$ cat src/rtl/flappy_game_ctrl_if.sv
// Signal bundle between the flappy-bird game core and its neighbours (bird/RNG in, VGA/7-seg out).
// There is no backpressure: scroll_tick is a single-cycle strobe, and every other signal is a level that is valid every clk.
interface flappy_game_ctrl_if #(
  parameter int NUM_PIPES = 2,
  parameter int POS_W     = 10,
  parameter int SCORE_W   = 16
);
  logic                       jump_btn;
  logic                       pause_btn;
  logic                       rst_btn;
  logic [7:0]                 rand_in;
  logic [10:0]                bird_y;
  logic [1:0]                 status;
  logic                       pause;
  logic [SCORE_W-1:0]         score;
  logic [NUM_PIPES*POS_W-1:0] pipe_pos;
  logic [NUM_PIPES*8-1:0]     pipe_gap;
  logic                       sound_en;
  logic                       scroll_tick;

  modport master (
    output jump_btn, pause_btn, rst_btn, rand_in, bird_y,
    input  status, pause, score, pipe_pos, pipe_gap, sound_en, scroll_tick
  );

  modport slave (
    input  jump_btn, pause_btn, rst_btn, rand_in, bird_y,
    output status, pause, score, pipe_pos, pipe_gap, sound_en, scroll_tick
  );
endinterface

$ cat src/rtl/flappy_game_ctrl.sv
// Game-control core: scrolling pipes, scoring with speed tiers, collision, pause and score sound.
// The FSM state is published directly on bus.status (0 OVER, 1 IDLE, 2 PLAY).
module flappy_game_ctrl #(
  parameter int NUM_PIPES  = 2,
  parameter int POS_W      = 10,
  parameter int SPAN       = 400,
  parameter int PRESCALE_W = 18,
  parameter int TIER1      = 10,
  parameter int TIER2      = 30,
  parameter int SCORE_W    = 16,
  parameter int GAP_INIT   = 125,
  parameter int GAP_OFF    = 50,
  parameter int GAP_H      = 100,
  parameter int X_R        = 784,
  parameter int PIPE_W     = 40,
  parameter int BIRD_XL    = 219,
  parameter int BIRD_XR    = 249,
  parameter int Y_REF      = 511,
  parameter int BIRD_HALF  = 15,
  parameter int SND_TICKS  = 64
) (
  input logic               clk,
  input logic               clr,
  flappy_game_ctrl_if.slave bus
);
  localparam int SND_W = $clog2(SND_TICKS + 1);
  localparam int CNT_W = $clog2(NUM_PIPES + 1);

  typedef enum logic [1:0] {
    ST_OVER = 2'd0,
    ST_IDLE = 2'd1,
    ST_PLAY = 2'd2
  } state_t;

  state_t state_q, state_d;
  logic   pause_q, pause_d;

  logic jump_q, pause_btn_q, rst_btn_q;
  logic jump_ev, pause_ev, rst_ev;

  logic [POS_W-1:0]      pos_q [NUM_PIPES];
  logic [7:0]            gap_q [NUM_PIPES];
  logic [SCORE_W-1:0]    score_q, score_next;
  logic [SCORE_W:0]      score_sum;
  logic [CNT_W-1:0]      n_recycle;
  logic [PRESCALE_W-1:0] presc_q;
  logic [PRESCALE_W:0]   presc_sum;
  logic [2:0]            step;
  logic                  tick_q;
  logic [SND_W-1:0]      snd_cnt_q;
  logic                  snd_en_q;

  logic                  advance, step_en, score_inc, snd_dec;
  logic signed [31:0]    cy;
  logic                  any_hit, collision;

  logic [NUM_PIPES*POS_W-1:0] pos_flat;
  logic [NUM_PIPES*8-1:0]     gap_flat;

  assign jump_ev  = bus.jump_btn  & ~jump_q;
  assign pause_ev = bus.pause_btn & ~pause_btn_q;
  assign rst_ev   = bus.rst_btn   & ~rst_btn_q;

  always_ff @(posedge clk or posedge clr) begin
    if (clr) begin
      jump_q      <= 1'b0;
      pause_btn_q <= 1'b0;
      rst_btn_q   <= 1'b0;
    end else begin
      jump_q      <= bus.jump_btn;
      pause_btn_q <= bus.pause_btn;
      rst_btn_q   <= bus.rst_btn;
    end
  end

  // Bird box overlaps pipe i horizontally and sticks out of its gap opening.
  function automatic logic pipe_hit(input logic [POS_W-1:0] pos,
                                    input logic [7:0] gap,
                                    input logic signed [31:0] cy_in);
    logic signed [31:0] xl, top, bot;
    xl  = X_R - SPAN - signed'(32'(pos));
    top = signed'(32'(gap)) + GAP_OFF;
    bot = top + GAP_H;
    return (BIRD_XR > xl) && (BIRD_XL < xl + PIPE_W) &&
           ((cy_in - BIRD_HALF < top) || (cy_in + BIRD_HALF > bot));
  endfunction

  always_comb begin
    cy      = Y_REF - signed'(32'(bus.bird_y));
    any_hit = 1'b0;
    for (int i = 0; i < NUM_PIPES; i++) begin
      any_hit = any_hit | pipe_hit(pos_q[i], gap_q[i], cy);
    end
    collision = (state_q == ST_PLAY) && ((bus.bird_y == '0) || any_hit);
  end

  always_comb begin
    state_d = state_q;
    pause_d = pause_q;
    case (state_q)
      ST_PLAY: begin
        if (collision)     state_d = ST_OVER;
        else if (pause_ev) pause_d = ~pause_q;
      end
      ST_IDLE: if (jump_ev) state_d = ST_PLAY;
      ST_OVER: if (rst_ev)  state_d = ST_IDLE;
      default: state_d = ST_IDLE;
    endcase
    if (state_d != ST_PLAY) pause_d = 1'b0;
  end

  always_ff @(posedge clk or posedge clr) begin
    if (clr) begin
      state_q <= ST_IDLE;
      pause_q <= 1'b0;
    end else begin
      state_q <= state_d;
      pause_q <= pause_d;
    end
  end

  always_comb begin
    if (score_q < SCORE_W'(TIER1))      step = 3'd1;
    else if (score_q < SCORE_W'(TIER2)) step = 3'd2;
    else                                step = 3'd4;
    presc_sum = {1'b0, presc_q} + (PRESCALE_W+1)'(step);

    n_recycle = '0;
    for (int i = 0; i < NUM_PIPES; i++) begin
      if (pos_q[i] >= POS_W'(SPAN)) n_recycle = n_recycle + CNT_W'(1);
    end
    score_sum  = {1'b0, score_q} + (SCORE_W+1)'(n_recycle);
    score_next = score_sum[SCORE_W] ? '1 : score_sum[SCORE_W-1:0];
  end

  // A tick registered on the last PLAY/unpaused cycle can surface after a pause or
  // collision; it then moves nothing, but in OVER it still counts down the sound.
  assign advance   = (state_q == ST_PLAY) && !pause_q;
  assign step_en   = tick_q && (state_q == ST_PLAY) && !pause_q;
  assign score_inc = step_en && (score_next != score_q);
  assign snd_dec   = tick_q && !pause_q;

  always_ff @(posedge clk or posedge clr) begin
    if (clr) begin
      for (int i = 0; i < NUM_PIPES; i++) begin
        pos_q[i] <= POS_W'(i * SPAN / NUM_PIPES);
        gap_q[i] <= 8'(GAP_INIT);
      end
      score_q   <= '0;
      presc_q   <= '0;
      tick_q    <= 1'b0;
      snd_cnt_q <= '0;
      snd_en_q  <= 1'b0;
    end else if (state_q == ST_IDLE) begin
      for (int i = 0; i < NUM_PIPES; i++) begin
        pos_q[i] <= POS_W'(i * SPAN / NUM_PIPES);
        gap_q[i] <= 8'(GAP_INIT);
      end
      score_q   <= '0;
      presc_q   <= '0;
      tick_q    <= 1'b0;
      snd_cnt_q <= '0;
      snd_en_q  <= 1'b0;
    end else begin
      if (advance) presc_q <= presc_sum[PRESCALE_W-1:0];
      tick_q <= advance && presc_sum[PRESCALE_W];
      if (step_en) begin
        for (int i = 0; i < NUM_PIPES; i++) begin
          if (pos_q[i] >= POS_W'(SPAN)) begin
            pos_q[i] <= '0;
            gap_q[i] <= bus.rand_in;
          end else begin
            pos_q[i] <= pos_q[i] + POS_W'(1);
          end
        end
        score_q <= score_next;
      end
      if (score_inc) begin
        snd_cnt_q <= SND_W'(SND_TICKS);
        snd_en_q  <= 1'b1;
      end else if (snd_dec && (snd_cnt_q != '0)) begin
        snd_cnt_q <= snd_cnt_q - SND_W'(1);
        if (snd_cnt_q == SND_W'(1)) snd_en_q <= 1'b0;
      end
    end
  end

  always_comb begin
    pos_flat = '0;
    gap_flat = '0;
    for (int i = 0; i < NUM_PIPES; i++) begin
      pos_flat[i*POS_W +: POS_W] = pos_q[i];
      gap_flat[i*8 +: 8]         = gap_q[i];
    end
  end

  assign bus.status      = state_q;
  assign bus.pause       = pause_q;
  assign bus.score       = score_q;
  assign bus.pipe_pos    = pos_flat;
  assign bus.pipe_gap    = gap_flat;
  assign bus.sound_en    = snd_en_q;
  assign bus.scroll_tick = tick_q;
endmodule
$ cat src/flat_wrapper.sv
// flat-port wrapper written by rule: the top's interface ports become plain ports
module flappy_game_ctrl_flat 
#(
  parameter int NUM_PIPES  = 2,
  parameter int POS_W      = 10,
  parameter int SPAN       = 400,
  parameter int PRESCALE_W = 18,
  parameter int TIER1      = 10,
  parameter int TIER2      = 30,
  parameter int SCORE_W    = 16,
  parameter int GAP_INIT   = 125,
  parameter int GAP_OFF    = 50,
  parameter int GAP_H      = 100,
  parameter int X_R        = 784,
  parameter int PIPE_W     = 40,
  parameter int BIRD_XL    = 219,
  parameter int BIRD_XR    = 249,
  parameter int Y_REF      = 511,
  parameter int BIRD_HALF  = 15,
  parameter int SND_TICKS  = 64
)
  (clk, clr, bus_jump_btn, bus_pause_btn, bus_rst_btn, bus_rand_in, bus_bird_y, bus_status, bus_pause, bus_score, bus_pipe_pos, bus_pipe_gap, bus_sound_en, bus_scroll_tick);
  flappy_game_ctrl_if #(.NUM_PIPES(NUM_PIPES), .POS_W(POS_W), .SCORE_W(SCORE_W)) bus_i ();
  input logic clk;
  input logic clr;
  input wire logic [$bits(bus_i.jump_btn)-1:0] bus_jump_btn;
  input wire logic [$bits(bus_i.pause_btn)-1:0] bus_pause_btn;
  input wire logic [$bits(bus_i.rst_btn)-1:0] bus_rst_btn;
  input wire logic [$bits(bus_i.rand_in)-1:0] bus_rand_in;
  input wire logic [$bits(bus_i.bird_y)-1:0] bus_bird_y;
  output wire logic [$bits(bus_i.status)-1:0] bus_status;
  output wire logic [$bits(bus_i.pause)-1:0] bus_pause;
  output wire logic [$bits(bus_i.score)-1:0] bus_score;
  output wire logic [$bits(bus_i.pipe_pos)-1:0] bus_pipe_pos;
  output wire logic [$bits(bus_i.pipe_gap)-1:0] bus_pipe_gap;
  output wire logic [$bits(bus_i.sound_en)-1:0] bus_sound_en;
  output wire logic [$bits(bus_i.scroll_tick)-1:0] bus_scroll_tick;
  assign bus_i.jump_btn = bus_jump_btn;
  assign bus_i.pause_btn = bus_pause_btn;
  assign bus_i.rst_btn = bus_rst_btn;
  assign bus_i.rand_in = bus_rand_in;
  assign bus_i.bird_y = bus_bird_y;
  assign bus_status = bus_i.status;
  assign bus_pause = bus_i.pause;
  assign bus_score = bus_i.score;
  assign bus_pipe_pos = bus_i.pipe_pos;
  assign bus_pipe_gap = bus_i.pipe_gap;
  assign bus_sound_en = bus_i.sound_en;
  assign bus_scroll_tick = bus_i.scroll_tick;
  flappy_game_ctrl #(.NUM_PIPES(NUM_PIPES), .POS_W(POS_W), .SPAN(SPAN), .PRESCALE_W(PRESCALE_W), .TIER1(TIER1), .TIER2(TIER2), .SCORE_W(SCORE_W), .GAP_INIT(GAP_INIT), .GAP_OFF(GAP_OFF), .GAP_H(GAP_H), .X_R(X_R), .PIPE_W(PIPE_W), .BIRD_XL(BIRD_XL), .BIRD_XR(BIRD_XR), .Y_REF(Y_REF), .BIRD_HALF(BIRD_HALF), .SND_TICKS(SND_TICKS)) u_core (.clk(clk), .clr(clr), .bus(bus_i));
endmodule
$ cat config.mk
export PLATFORM = sky130hd
export DESIGN_NAME = flappy_game_ctrl_flat
export DESIGN_NICKNAME = d
export VERILOG_FILES = /design/src/rtl/flappy_game_ctrl_if.sv /design/src/rtl/flappy_game_ctrl.sv /design/src/flat_wrapper.sv
export SDC_FILE = /design/constraint.sdc
export NUM_CORES = 1
export LEC_CHECK = 0
export BUFFER_PORTS_ARGS = -buffer_cell sky130_fd_sc_hd__buf_2
export CAP_MARGIN = 10
export CORE_ASPECT_RATIO = 1.4
export CORE_MARGIN = 2
export CORE_UTILIZATION = 40
export CTS_BUF_LIST = sky130_fd_sc_hd__clkbuf_8
export DETAILED_ROUTE_END_ITERATION = 8
export PLACE_DENSITY = 0.64
export SLEW_MARGIN = 20
export SYNTH_ARGS = -nofsm -noshare
export SYNTH_HDL_FRONTEND = slang
export SYNTH_SLANG_ARGS = --single-unit
$ cat constraint.sdc
create_clock -name clk -period 6.42 [get_ports clk]
set_input_delay 0.321 -clock clk [delete_from_list [all_inputs] [get_ports clk]]
set_output_delay 0.321 -clock clk [all_outputs]
set_load 0.1 [all_outputs]
==> results of run 1 <==
## cells in the final DEF, fill, tap and decap left out, types with 6 or more instances in the layout
| cell | synthesis | final |
|---|---|---|
| o21ai_0 | 40 | 40 |
| o31ai_1 | 7 | 7 |
| nor3b_1 | 9 | 9 |
| nand4_1 | 15 | 15 |
| or3_1 | 14 | 14 |
| and2_1 | 6 | 6 |
| nor4_1 | 11 | 11 |
| buf_2 | 6 | 80 |
| xnor2_1 | 42 | 42 |
| nor2b_1 | 12 | 11 |
| nand3_1 | 54 | 54 |
| o21a_1 | 10 | 10 |
| nor2_1 | 114 | 114 |
| dfrtp_1 | 69 | 69 |
| and3_1 | 9 | 9 |
| a211oi_1 | 14 | 14 |
| a21oi_1 | 58 | 58 |
| nand2b_1 | 8 | 8 |
| nand2_1 | 88 | 88 |
| a211o_1 | 6 | 6 |
| xor2_1 | 25 | 25 |
| dfstp_2 | 16 | 16 |
| nor3_1 | 32 | 32 |
| inv_1 | 43 | 46 |
| a31oi_1 | 8 | 8 |
| ha_1 | 79 | 79 |
| clkbuf_8 | 0 | 9 |
## logic make-up (layout without fill, tap and decap cells)
family	count (synthesis)	after routing	share of synthesized area, %
simple gates	405	405	26.6
buf+inv	89	144	4.71
mux	5	5	0.662
fa+ha+maj	84	84	14.1
flops	85	85	28.4
compound gates	195	195	17.0
xor+xnor	70	70	8.49
## layer usage
metal  up-vias  track usage (%)  share of wire, %
li1       3452                -                 -
met1      3314             22.8                42
met2       117             36.9                52
met3        24             2.71               3.7
met4         4             4.75               1.4
met5         -                0              0.14
## power by group through the flow
stage	clock network [uW]	registers, uW	logic, uW
global route	344	637	997
detailed placement	0	641	893
CTS	327	631	898
global placement	0	640	882
finish	313	631	899
floorplan	0	822	508
## final timing paths
path                                              start                      end  slack, ps  cells after the start
worst max register to register  u_core.bus.pipe_pos[10]         u_core.bus.pause       2280                     15
worst max-delay path            u_core.bus.pipe_pos[10]         u_core.bus.pause       2280                     15
worst min register to register        u_core.presc_q[8]        u_core.presc_q[8]        470                      1
max in group asynchronous                           clr  u_core.bus.pipe_gap[15]       5750                      3
worst min-delay path                        bus_rst_btn         u_core.rst_btn_q         80                      1
min in group asynchronous                           clr      u_core.bus.score[4]        170                      3
## registers in the layout, summed over array words and instances (netlist names), 2 cells and up
signal / count
u_core.bus.score: 16
u_core.presc_q: 18
u_core.snd_cnt_q: 7
u_core.bus.pipe_pos: 20
u_core.bus.pipe_gap: 16
u_core.bus.status: 2
## final cells by class
cell class / count / area, sq um
tap: 244 / 305
clock inverter: 7 / 30.0
sequential: 85 / 2150
multi-input combinational: 759 / 5070
fill: 1860 / 10200
clock buffer: 9 / 124
timing repair buffer: 85 / 442
inverter: 43 / 163
## metrics by stage
stage	area (sq um)	hold slack [ps]	worst slack [ps]	utilization, %
4_1_cts	8280	64.6	2260	44.7
3_3_place_gp	8120	442	2300	43.8
6_report	8280	79.8	2280	44.7
5_1_grt	8280	68.7	1880	44.7
3_5_place_dp	8120	447	2210	43.8
2_1_floorplan	7560	352	2310	-
## worst max-delay path: cells and delay by family, from the launching register on
family                   cells  cell delay, ps
AND/OR/NAND/NOR              6            1440
AO/OA/AOI/OAI                5            1300
adder cells (fa/ha/maj)      2             560
flip-flops                   1             490
buffers and inverters        2             310
## synthesized netlist by cell type (all sizes together), types with 16 or more instances
cell type  number
nor2          114
nand2          88
ha             79
dfrtp          69
a21oi          58
nand3          54
xnor2          44
inv            43
o21ai          41
clkbuf         34
nor3           33
xor2           25
dfstp          16
==> flow_metrics.tcl, run 1 <==
set metrics [dict create \
    fin_cells 1232 \
    synth_top_area_share_pct 22.8 \
    relSlewSlack_pct 32.1 \
    wire_per_inst_microns 15.9 \
    htreeDepth 3 \
    finalSetupViolations 0 \
    fmax_mhz 242 \
    hold_viol 0 \
    switching_share_pct 46.2 \
    ys.flop_type "dfrtp_1" \
    ys_ff_latch 85 \
    worstMarginPinSlew_ps 1020 \
    syn_inst 933 \
    synth_top_area_cell "dfrtp_1" \
    critPathKind "reg2reg" \
    grt.total_usage_pct 19.5 \
    peakVddDrop_v 0.000125 \
    power_leakage_uw 0.00363 \
    power_frac_comb_pct 48.8 \
    cts-resized-gates 0 \
    slowest_stage "or4b_4" \
    die_h_microns 167 \
    end_kind "flop" \
    vias 6911 \
    grt_max_degree 86 \
    total_power_uw 1840 \
    crit_chain "inv_1, ha_1, or4b_4, or3_1, a21oi_1, inv_1, a211o_1, ha_1, nor2_1, nand3_1, nor4_1, o311ai_0, o311ai_2, o221ai_1, nand2_1" \
    syn_area_sq_um 7560 \
    startpoint_type "flop" \
    clock_power_share_pct 17.0 \
    die-area_sq_um 20000 \
    crit_arrival_ps 4440 \
    seqPwrFrac_pct 34.2 \
    path_clk_slew_ps 90 \
    cts-root-buf "clkbuf_8" \
    ctsLongestPathBuffers 2 \
    clk-insertion-delay-late_ps 360 \
    grt_pass1_wl_microns 32400 \
    finalCritPeriodShare_pct 64.5 \
    rsz0062_at_grt "no" \
    hpwlAfterDp_microns 14900 \
    via_per_inst 5.61 \
    synth.area.top_cells "dfrtp_1 (23%), ha_1 (13%), nor2_1 (5.7%)" \
    p_int_uw 991 \
    async_flop_share_pct 100 \
    power_density_nw_per_um2 223 \
    antennaDiodeCount 0 \
    synth_cell_type_count 78 \
    ant_nets 0 \
    finalWirelength_microns 19600 \
    ys_warn_count 0 \
    core_sq_um 18500 \
    antenna_found_initial 2 \
    hp-class "in2reg" \
    cts_setup_buffers 0 \
    crit_required_ps 6720 \
    grt_pass1_vias 6669 \
    final_nets 1089 \
    synth_edf_count 0 \
    cts_tree "built" \
    fin_skew_ps 13.9 \
    power_switching_uw 852 \
    first_pass_iters 5 \
    gp_congestion 0.891 \
    synthToLayoutAreaGrowth_pct 9.50 \
    cts_sinks 85 \
    cts_hold_buffers 0 \
    drive_gt1_share_pct 13.7 \
    maxCapViolCount 0 \
    synth.avg_cell_area_sq_um 8.11 \
    initial_core_util_pct 40.8 \
    crit_path_max_fanout 11 \
    drc_errors 0 \
    ios 81 \
    portBuffers 80 \
    dp_cells 1216 \
    gr-total-overflow 0 \
    row_count 59 \
    numCtsBuffers 9 \
    drt_first_iter_violations 520 \
    setup_tns_ps 0 \
    yosysSeqAreaShare_pct 28.4 \
    period_minus_slack_ps 4140 \
    cpPeakStageDelay_ps 550 \
    synth_fp_nets 1039 \
    dieWidth_microns 120 \
    slew_viol_final 0 \
    status "complete, no violations" \
]
(Power assumes the default switching activity.)
==> run 2: changes to the inputs <==
PLACE_DENSITY = 0.66   (was 0.64)
clock period = 3.71 ns   (was 6.42 ns; I/O delays follow)
==> run 2 against run 1 <==
Combinational power grew 75%. Global-route usage increased by 0.41 points. Design area grew 7.2%. The flow now finishes with violations (negative hold slack). Flip-flop and latch count unchanged. Critical path depth increased by 2. Total power increased by 85%. Sequential power rose by 74%. Clock skew is 5.8 ps higher. Maximum frequency up 15%.
==> flow_metrics.tcl, run 2 (synthesis results as in run 1) <==
set metrics [dict create \
    numCtsBuffers 9 \
    power_leakage_uw 0.00386 \
    setup_tns_ps 0 \
    crit_chain "ha_4, xor2_4, ha_4, a21oi_2, nor2b_2, nor2_2, xnor2_1, ha_1, nand3_2, or4_4, a21oi_2, o41ai_1, a21o_1, nand3_2, o311ai_4, o21a_1, or2_1" \
    crit_path_max_fanout 5 \
    rr_startpoint "u_core.bus.pipe_gap[10]" \
    clk-insertion-delay-late_ps 370 \
    whs_ps -35.4 \
    peakVddDrop_v 0.000334 \
    cpPeakStageDelay_ps 650 \
    drt_first_iter_violations 338 \
    crit_required_ps 3960 \
    crit_buf_inv 0 \
    path_clk_slew_ps 100 \
    htreeDepth 3 \
    period_minus_slack_ps 3590 \
    violations "negative hold slack" \
    power_density_nw_per_um2 384 \
    critPathKind "reg2reg" \
    r2r_slack_ps 120 \
    dieWidth_microns 120 \
    placed_cell_area_sq_um 8420 \
    worstReg2RegEnd "u_core.bus.status[1]" \
    fin_skew_ps 19.7 \
    final_cell_area_sq_um 8880 \
    die_h_microns 167 \
    cts-root-buf "clkbuf_8" \
    wire_per_inst_microns 15.7 \
    largest_register_ffs 20 \
    startpoint_type "flop" \
    cts_tree "built" \
    hold_viol 56 \
    ios 81 \
    core_sq_um 18500 \
    vias 7126 \
    grt_pass1_vias 6703 \
    finalSetupViolations 0 \
    slowest_stage "dfstp_4" \
    drc_errors 0 \
    most-common-layout-cells "nor2_1 (113), nand2_1 (87), buf_2 (80), ha_1 (77), dfrtp_1 (57)" \
    end_kind "flop" \
    finalWirelength_microns 20000 \
    gr-total-overflow 0 \
    hp-class "in2async" \
    hpwlAfterDp_microns 15300 \
    finalCritPeriodShare_pct 96.7 \
    initial_core_util_pct 40.8 \
    die-area_sq_um 20000 \
    grt_max_degree 62 \
    dp_cells 1248 \
    grt.total_usage_pct 19.9 \
    first_pass_iters 4 \
    crit_arrival_ps 3840 \
    via_per_inst 5.59 \
    maxCapViolCount 0 \
    antenna_found_initial 0 \
    portBuffers 80 \
    fin_util_pct 47.9 \
    layout.cells.most_common "nor2_1" \
    ctsLongestPathBuffers 2 \
    status "complete, but fails checks" \
    grt_pass1_wl_microns 33200 \
    drive_gt1_share_pct 20.7 \
    ant_nets 0 \
    gp_congestion 0.875 \
    antennaDiodeCount 0 \
    worstMarginPinSlew_ps 758 \
    cts_sinks 85 \
    row_count 59 \
    final_nets 1131 \
    fin_cells 1274 \
    path_delay_family "simple AND/OR/NAND/NOR gates" \
    slew_viol_final 0 \
    relSlewSlack_pct 49.5 \
    fmax_mhz 279 \
    rr_worst_depth 17 \
    synthToLayoutAreaGrowth_pct 17.4 \
]
## run 2: cell count changes in the layout (fill, tap and decap cells not counted), sizes merged
cell	before	now
clkbuf	9	10
inv	46	45
clkinv	4	2
buf	85	124
dlygate4sd3	0	3
bufinv	0	2
## run 2: area by class of cell
type | instances | area, sq um
Multi-Input combinational cell | 759 | 5250
Inverter | 43 | 164
Sequential cell | 85 | 2170
Clock inverter | 6 | 86.3
Clock buffer | 10 | 138
Fill cell | 1846 | 9650
Timing Repair Buffer | 127 | 761
Tap cell | 244 | 305
## run 2: layer usage
layer	vias up	GRT usage, %	share of wire [%]	wire length [microns]
met5	-	0	0	0
met4	0	5.76	2.3	459
met3	33	2.19	2.8	561
met2	132	36.5	52	10400
met1	3426	24.3	43	8560
li1	3535	-	-	-
## run 2: what timing repair did
| item | 4_1_cts | 5_1_grt |
|---|---|---|
| resized for setup | 1 | 26 |
| setup buffers | 0 | 7 |
| hold endpoints to repair | 3 | 0 |
| pin swaps | 0 | 8 |
| endpoints found under the setup margin | 1 | 4 |
| hold buffers | 3 | 0 |
| gates cloned | 0 | 0 |
## run 2: power by group
| group | internal (uW) | leakage (uW) | switching (uW) |
|---|---|---|---|
| registers | 1010 | 0.00110 | 93.7 |
| clock network | 398 | 0.000118 | 347 |
| logic | 493 | 0.00264 | 1070 |
| total | 1900 | 0.00386 | 1510 |
## run 2: metrics by stage
step	hold slack [ps]	setup slack [ps]	total power [uW]
after floorplan	217	4.08	2300
after global placement	308	109	2640
after detailed placement	307	4.72	2650
after CTS	42.7	19.0	3420
after global routing	19.5	-12.6	3650
final	-35.4	123	3410
## run 2: worst max path at each step
stage                            start                    to  depth (start not counted)
3_3_place_gp   u_core.bus.pipe_gap[10]  u_core.bus.status[1]                         17
2_1_floorplan  u_core.bus.pipe_pos[10]  u_core.bus.status[1]                         16
5_1_grt        u_core.bus.pipe_gap[10]  u_core.bus.status[1]                         17
3_5_place_dp   u_core.bus.pipe_gap[10]  u_core.bus.status[1]                         17
4_1_cts        u_core.bus.pipe_pos[10]      u_core.bus.pause                         15
6_report       u_core.bus.pipe_gap[10]  u_core.bus.status[1]                         17
